[src/rtl/seg7_scan4.sv]
// ---------------------------------------------------------------------------
// seg7_scan4 - 4-digit multiplexed common-anode 7-segment scanner
//
// Shows the four lab nibbles (CNT_VHDL, OUT_VHDL, CNT_VLOG, OUT_VLOG) on a
// 4-digit display. Each digit slot lasts DIV clocks. The first clock of a
// slot is blanked (all anodes off) to suppress ghosting. All four nibbles
// are captured together once per frame, so one frame never mixes old and
// new values.
//
// Parameters:
//   DIV  clocks per digit slot (2 .. 2^20)
//   PW   prescaler width, 2^PW >= DIV
//
// Ports:
//   CLK    in   system clock, rising edge
//   RST    in   asynchronous active-high reset
//   EN     in   scan enable; 0 freezes the scan and blanks the anodes
//   D0..D3 in   digit values 0..3 (4 bits each)
//   AN     out  digit anodes, active-low, registered
//   SEG    out  segments {g,f,e,d,c,b,a}, active-low, registered
//   DP     out  decimal point, active-low, registered
//   FRAME  out  one-cycle pulse after each snapshot load
//
// Optional build macro:
//   SEG7_MISMATCH_DP_EN  lights DP on every lit digit while the last
//                        snapshot had D0!=D2 or D1!=D3. Undefined: DP is 1.
// ---------------------------------------------------------------------------
module seg7_scan4 #(
    parameter int DIV = 16,
    parameter int PW  = 5
) (
    input  logic       CLK,
    input  logic       RST,
    input  logic       EN,
    input  logic [3:0] D0,
    input  logic [3:0] D1,
    input  logic [3:0] D2,
    input  logic [3:0] D3,
    output logic [3:0] AN,
    output logic [6:0] SEG,
    output logic       DP,
    output logic       FRAME
);

    localparam logic [PW-1:0] PCNT_MAX = PW'(DIV - 1);

    logic [PW-1:0] pcnt_q, pcnt_d;
    logic [1:0]    idx_q, idx_d;
    logic [3:0]    snap0_q, snap0_d;
    logic [3:0]    snap1_q, snap1_d;
    logic [3:0]    snap2_q, snap2_d;
    logic [3:0]    snap3_q, snap3_d;
    logic [3:0]    an_q, an_d;
    logic [6:0]    seg_q, seg_d;
    logic          dp_q, dp_d;
    logic          frame_q, frame_d;
    logic          blank_q, blank_d;
`ifdef SEG7_MISMATCH_DP_EN
    logic          mism_q, mism_d;
`endif

    logic          tick;
    logic          snap_load;
    logic [3:0]    digit_sel;

    function automatic logic [6:0] hex_to_seg(input logic [3:0] v);
        logic [6:0] s;
        case (v)
            4'h0:    s = 7'b1000000;
            4'h1:    s = 7'b1111001;
            4'h2:    s = 7'b0100100;
            4'h3:    s = 7'b0110000;
            4'h4:    s = 7'b0011001;
            4'h5:    s = 7'b0010010;
            4'h6:    s = 7'b0000010;
            4'h7:    s = 7'b1111000;
            4'h8:    s = 7'b0000000;
            4'h9:    s = 7'b0010000;
            4'hA:    s = 7'b0001000;
            4'hB:    s = 7'b0000011;
            4'hC:    s = 7'b1000110;
            4'hD:    s = 7'b0100001;
            4'hE:    s = 7'b0000110;
            default: s = 7'b0001110;
        endcase
        return s;
    endfunction

    always_comb begin
        tick      = EN && (pcnt_q == PCNT_MAX);
        snap_load = tick && (idx_q == 2'd3);

        pcnt_d = pcnt_q;
        if (EN) begin
            pcnt_d = (pcnt_q == PCNT_MAX) ? '0 : pcnt_q + 1'b1;
        end

        idx_d = tick ? idx_q + 2'd1 : idx_q;

        snap0_d = snap_load ? D0 : snap0_q;
        snap1_d = snap_load ? D1 : snap1_q;
        snap2_d = snap_load ? D2 : snap2_q;
        snap3_d = snap_load ? D3 : snap3_q;

        frame_d = snap_load;
        blank_d = tick;

        // Select from the next-state snapshot so that a wrap to digit 0 on
        // a snapshot tick already shows the freshly captured D0.
        case (idx_d)
            2'd0:    digit_sel = snap0_d;
            2'd1:    digit_sel = snap1_d;
            2'd2:    digit_sel = snap2_d;
            default: digit_sel = snap3_d;
        endcase

        seg_d = tick ? hex_to_seg(digit_sel) : seg_q;

        // A slot opens with one blank clock (blank_q), then lights its anode.
        // After an EN pause the anodes stay dark until the next tick, since
        // blank_q is only set by a tick.
        if (!EN || tick) begin
            an_d = 4'b1111;
        end else if (blank_q) begin
            an_d = ~(4'b0001 << idx_q);
        end else begin
            an_d = an_q;
        end

`ifdef SEG7_MISMATCH_DP_EN
        mism_d = snap_load ? ((D0 != D2) || (D1 != D3)) : mism_q;
        dp_d   = EN ? ~(mism_q && (an_d != 4'b1111)) : dp_q;
`else
        dp_d   = 1'b1;
`endif
    end

    always_ff @(posedge CLK or posedge RST) begin
        if (RST) begin
            pcnt_q  <= '0;
            idx_q   <= 2'd0;
            snap0_q <= 4'h0;
            snap1_q <= 4'h0;
            snap2_q <= 4'h0;
            snap3_q <= 4'h0;
            an_q    <= 4'b1111;
            seg_q   <= 7'b1111111;
            dp_q    <= 1'b1;
            frame_q <= 1'b0;
            blank_q <= 1'b0;
`ifdef SEG7_MISMATCH_DP_EN
            mism_q  <= 1'b0;
`endif
        end else begin
            pcnt_q  <= pcnt_d;
            idx_q   <= idx_d;
            snap0_q <= snap0_d;
            snap1_q <= snap1_d;
            snap2_q <= snap2_d;
            snap3_q <= snap3_d;
            an_q    <= an_d;
            seg_q   <= seg_d;
            dp_q    <= dp_d;
            frame_q <= frame_d;
            blank_q <= blank_d;
`ifdef SEG7_MISMATCH_DP_EN
            mism_q  <= mism_d;
`endif
        end
    end

    assign AN    = an_q;
    assign SEG   = seg_q;
    assign DP    = dp_q;
    assign FRAME = frame_q;

endmodule

[config.mk]
export PLATFORM = sky130hd
export DESIGN_NAME = seg7_scan4
export DESIGN_NICKNAME = d
export VERILOG_FILES = /design/src/rtl/seg7_scan4.sv
export SDC_FILE = /design/constraint.sdc
export NUM_CORES = 1
export LEC_CHECK = 0
export CAP_MARGIN = 10
export CORE_MARGIN = 1.5
export CORE_UTILIZATION = 40
export CTS_CLUSTER_DIAMETER = 120
export CTS_CLUSTER_SIZE = 14
export DETAILED_ROUTE_END_ITERATION = 10
export PLACE_DENSITY_LB_ADDON = 0.08
export SETUP_SLACK_MARGIN = 0.3
export SLEW_MARGIN = 5
export SYNTH_ARGS = -nofsm -noshare
export SYNTH_HDL_FRONTEND = slang
export SYNTH_SLANG_ARGS = --single-unit
[constraint.sdc]
create_clock -name CLK -period 8.2 [get_ports CLK]
set_input_delay 1.23 -clock CLK [delete_from_list [all_inputs] [get_ports CLK]]
set_output_delay 1.23 -clock CLK [all_outputs]
set_load 0.01 [all_outputs]
# Yosys cells after proc, flatten, opt, wreduce, memory -nomap -nowiden

Memory sizes are Yosys's and may differ from the RTL's. A register that Yosys moved wholly into a read port is not among the register bits.
Index checks and enable logic that the tools add are counted.

Register bits after elaboration: 29
ROM bits: 112
Input port bits: 19
Word-level logic and storage cells: 33
Memories: 1

Memories:

| memory           | depth | bits a word | read ports | clocked after memory_dff | write ports | line | source |
|---|---|---|---|---|---|---|---|
| (name not given) | 16    | 7           | 1          | 1                        | 0           | 68   | `case (v)` |

Add/subtract/negate cells: 2
Equality and inequality tests: 4
Shift-type cells: 1
Multiplexer cells: 9
Bitwise operators: 1
Reductions and logical operators: 6

Operator list:

| operator                                         | number |
|---|---|
| 2-to-1 mux 4 bit                                 | 6 |
| one-hot mux 4 bit (3 select lines)               | 1 |
| adder 5 x 1 -> 5 bit (second input constant)     | 1 |
| == test 5 x 4 -> 1 bit (second input constant)   | 1 |
| 2-to-1 mux 5 bit                                 | 1 |
| == test 2 bit (second input constant)            | 2 |
| inverter 4 bit                                   | 1 |
| left shift 1 x 2 -> 4 bit (first input constant) | 1 |
| adder 2 x 1 -> 2 bit (second input constant)     | 1 |
| == test 2 x 1 -> 1 bit (second input constant)   | 1 |
| logical AND 1 bit                                | 2 |
| logical NOT 2 bit                                | 1 |
| 2-to-1 mux 2 bit                                 | 1 |
| nonzero test 2 bit                               | 1 |
| logical NOT 1 bit                                | 1 |
| logical OR 1 bit                                 | 1 |

# Logic depth before layout (Yosys ltp)

Depth in word-level cells: 5
Mapped depth: 16

# Worst setup path after synthesis

Ideal clock, no wire load.

Kind: input port to flip-flop
Start point: in EN
End point: reg seg_q[3] (netlist: SEG[3])
Data arrival time: 3289 ps
Data required time: 8111 ps
Slack: 4822 ps
Cell stages on the path: 13
Buffers on the path: 2
Cell sequence: and2_1 > buf_4 > and3_4 > buf_8 > mux2_2 > nor2_1 > nor2_1 > a21oi_1 > inv_1 > ha_1 > mux2_2 > mux2i_1 > o21ai_1

Cells in the longest elaborated chain, start to end: 4

Ends and longest elaborated chain:

| what                               | line | source |
|---|---|---|
| from (decl)                        | 34   | `input logic EN,` |
| logical AND 1 bit                  | 90   | `tick = EN && (pcnt_q == PCNT_MAX);` |
| logical AND 1 bit                  | 91   | `snap_load = tick && (idx_q == 2'd3);` |
| 2-to-1 mux 4 bit                   | 101  | `snap1_d = snap_load ? D1 : snap1_q;` |
| via snap1_d[1]                     | 50   | `logic [3:0] snap1_q, snap1_d;` |
| one-hot mux 4 bit (3 select lines) | 110  | `case (idx_d)` |
| to (decl)                          | 54   | `logic [6:0] seg_q, seg_d;` |

The timed path passes the listed nets, and every way through them passes these cells.
A chain may end at the register's enable or synchronous reset.

# Worst setup path in the final report

Start point: in EN
End point: reg seg_q[3] (netlist: SEG[3])

Cells in the longest elaborated chain, start to end: 4

Ends and longest elaborated chain:

| what                                        | line | source |
|---|---|---|
| logical AND 1 bit *                         | 90   |  |
| via blank_d                                 | 57   | `logic blank_q, blank_d;` |
| 2-to-1 mux 2 bit *                          | 98   | `idx_d = tick ? idx_q + 2'd1 : idx_q;` |
| via idx_d[1]                                | 48   | `logic [1:0] idx_q, idx_d;` |
| == test 2 bit, or another cell as far along | 110  |  |
| one-hot mux 4 bit (3 select lines) *        | 110  |  |

The timed path passes the listed nets; every way through them passes the cells marked *.

==> reports/results.txt <==
Status = completed
Worst-Margin Slew = 0.6761 ns
Final setup margin = 4.027 ns
Synthesis-to-layout area growth = 20.29%
Die Area = 0.005363 mm2
Cts bufs inserted = 5
PortBufs = 30
Async SR Flop Fraction = 1.000
CTS tree = built
Synth Cell Area = 0.001973 mm2
Setup TNS = 0 ns
Leakage = 0.001105 uW
Global Route Usage Sum = 0.1584
NumNets Final = 245
Initial antenna violation count = 0
CP Launch Type = input pin
Maximum clock rate = 239.6 MHz
Yosys warning count = 0
Seq cells post-synth = 36
Pwr dens = 251.1 mW/mm2
Die span in x = 73.24 um
Starting Density = 0.4177
Final Hold Vio Count = 0
Clock Sinks = 36
Prevailing post-synth register cell = dfrtp_1
Final hold slack = 0.4644 ns
Share of cells above drive strength 1 = 0.1713
DP Worst Slack = 3.676 ns
Most frequent cells in the layout = clkdlybuf4s50_1, dfrtp_1, nand2_1
Crit path required time = 8.40 ns
Relative slew slack = 0.5452
Postcts setup bufs = 0
N_diodes = 0
Core Area = 0.004723 mm2
# setup viols final = 0
Met1 GRT Util = 0.2142
Clk_lat worst skew = 0.29 ns
Max-slew violation count = 0
Leading cell type in the layout, fill and taps excluded = clkdlybuf4s50_1
Clock buffer depth = 2
Site Rows = 25
Syn Nets = 214
Routed WL per cell = 13.47 um
Initial DRC Count = 41
Total Wirelength = 3811 um
Max cap viols = 0
Cell variety after synth = 41
CTS Hold Bufs = 0
Worst Clk Skew = 0.004825 ns
Die height = 73.24 um
Gr ovfl total = 0
Vias in the first global route = 1362
Remaining antenna violation count after routing = 0
DRC viols = 0
Largest fanout on the critical path = 11
Ports = 32
H-Tree Depth = 2
Number of flops mapped to enable cells by yosys = 0
Vias/cell = 4.919
Post-DP HPWL = 2879 um
Global-route wire length before repair = 6403 um
Period utilization = 0.5089
Unrepaired setup endpoints after global routing = false
Synth Area per Inst = 10.72 um2
Via count = 1392
Sequential-to-total area share from yosys stat = 0.4635
Fin crit period = 4.173 ns
Crit. End Element = flip-flop
Worst Path Arrival = 4.38 ns
# fillers = 441
Pre-antenna DRT Iters = 4
Worst VDD drop = 0.09636 mV
CTS Root Cell = clkbuf_8
Hold WC Path Type = flip-flop to flip-flop
Post-Syn Instances = 184
Cts repair resizes = 0
GRT busiest layer = met2
M3 GR Usage = 0.03315
Largest net degree at the start of global routing = 37
Met2 Use GR = 0.2444
Critical Setup Path Class = input pin to flip-flop
GP Congestion = 0.8961
Clock transition at the registers of the reported paths = 0.07 ns
## kinds of logic after synthesis
family | after synthesis | synth area share
buf+inv | 27 | 0.07482
flops | 36 | 0.4635
xor+xnor | 3 | 0.01712
mux | 26 | 0.1509
fa+ha+maj | 11 | 0.06975
simple gates | 51 | 0.1218
compound gates | 29 | 0.1002
other cells | 1 | 0.001901
## layer usage
layer / share of wire / vias to the layer above / routed length (um)
met5: 0 / - / 0
met4: 0.016 / 0 / 61
li1: - / 684 / -
met3: 0.037 / 7 / 141
met2: 0.46 / 28 / 1765
met1: 0.48 / 673 / 1842
## layout make-up
class | count | area [um2] | area share
flip-flops and latches | 36 | 914.6 | 0.3853
multi-input cells | 121 | 910.9 | 0.3838
repair buffers | 31 | 307.8 | 0.1297
well taps | 67 | 83.83 | 0.03532
clock buffers | 7 | 76.32 | 0.03216
inverters | 20 | 75.07 | 0.03163
clock inverters | 1 | 5.005 | 0.002109
## cell usage after synthesis (2+ instances only)
cell type,number,area (um2)
nor2_1,12,45.04
mux2i_1,14,140.1
nand3_1,2,10.01
dfstp_2,11,289.0
a21oi_1,4,20.02
ha_1,11,137.6
and2_1,2,12.51
dfrtp_1,25,625.6
a22o_1,2,17.52
mux2_2,10,112.6
buf_4,3,22.52
o221ai_1,2,17.52
mux4_2,2,45.04
nor3_1,6,30.03
inv_2,2,7.510
nand4_1,2,12.51
o21ai_1,4,20.02
a31oi_1,4,25.02
nand2_1,21,78.83
or3b_2,2,17.52
o21ai_0,6,30.03
inv_1,18,67.56
## worst max-delay path, stage by stage
cell             delay [ns]
clkdlybuf4s50_1        0.47
and2_1                 0.24
nand2_1                0.30
inv_2                  0.16
a21oi_1                0.41
inv_1                  0.15
nor2_1                 0.14
nor2_1                 0.06
a21oi_1                0.31
inv_1                  0.18
ha_1                   0.25
mux2_2                 0.26
mux2i_1                0.14
o21ai_1                0.08
## state kept, by name (all words and copies together), names as in the netlist
| signal | cells |
|---|---|
| SEG | 7 |
| pcnt_q | 5 |
| AN | 4 |
| snap0_q | 4 |
| snap1_q | 4 |
| snap2_q | 4 |
| snap3_q | 4 |
| idx_q | 2 |
| FRAME | 1 |
| blank_q | 1 |
## stage by stage
| stage | instances | power [uW] | utilization | cell area [um2] |
|---|---|---|---|---|
| after global placement | 275 | 472.4 | 0.4853 | 2292 |
| after global routing | 283 | 640.2 | 0.5025 | 2374 |
| after CTS | 283 | 600.9 | 0.5025 | 2374 |
| final | 283 | 595.9 | 0.5025 | 2374 |
| after floorplan | 184 | 412.6 | - | 1973 |
| after detailed placement | 275 | 478.0 | 0.4853 | 2292 |
## where the power goes
group          total, uW  switching, uW  internal, uW
logic                238            126           112
clock network        122           62.7          59.6
registers            235           24.6           211
total                596            214           382
## final timing paths
check                      cells after the start    endpoint      start  slack (ns)
max                                           14      SEG[3]         EN        4.03
min                                            2      SEG[2]     SEG[2]        0.46
min in group asynchronous                      3  snap0_q[2]        RST        1.34
max in group asynchronous                      3      SEG[2]        RST        6.50
max reg2reg                                   14      SEG[3]  pcnt_q[0]        4.79
min reg2reg                                    2      SEG[2]     SEG[2]        0.46
(Power assumes the default switching activity.)
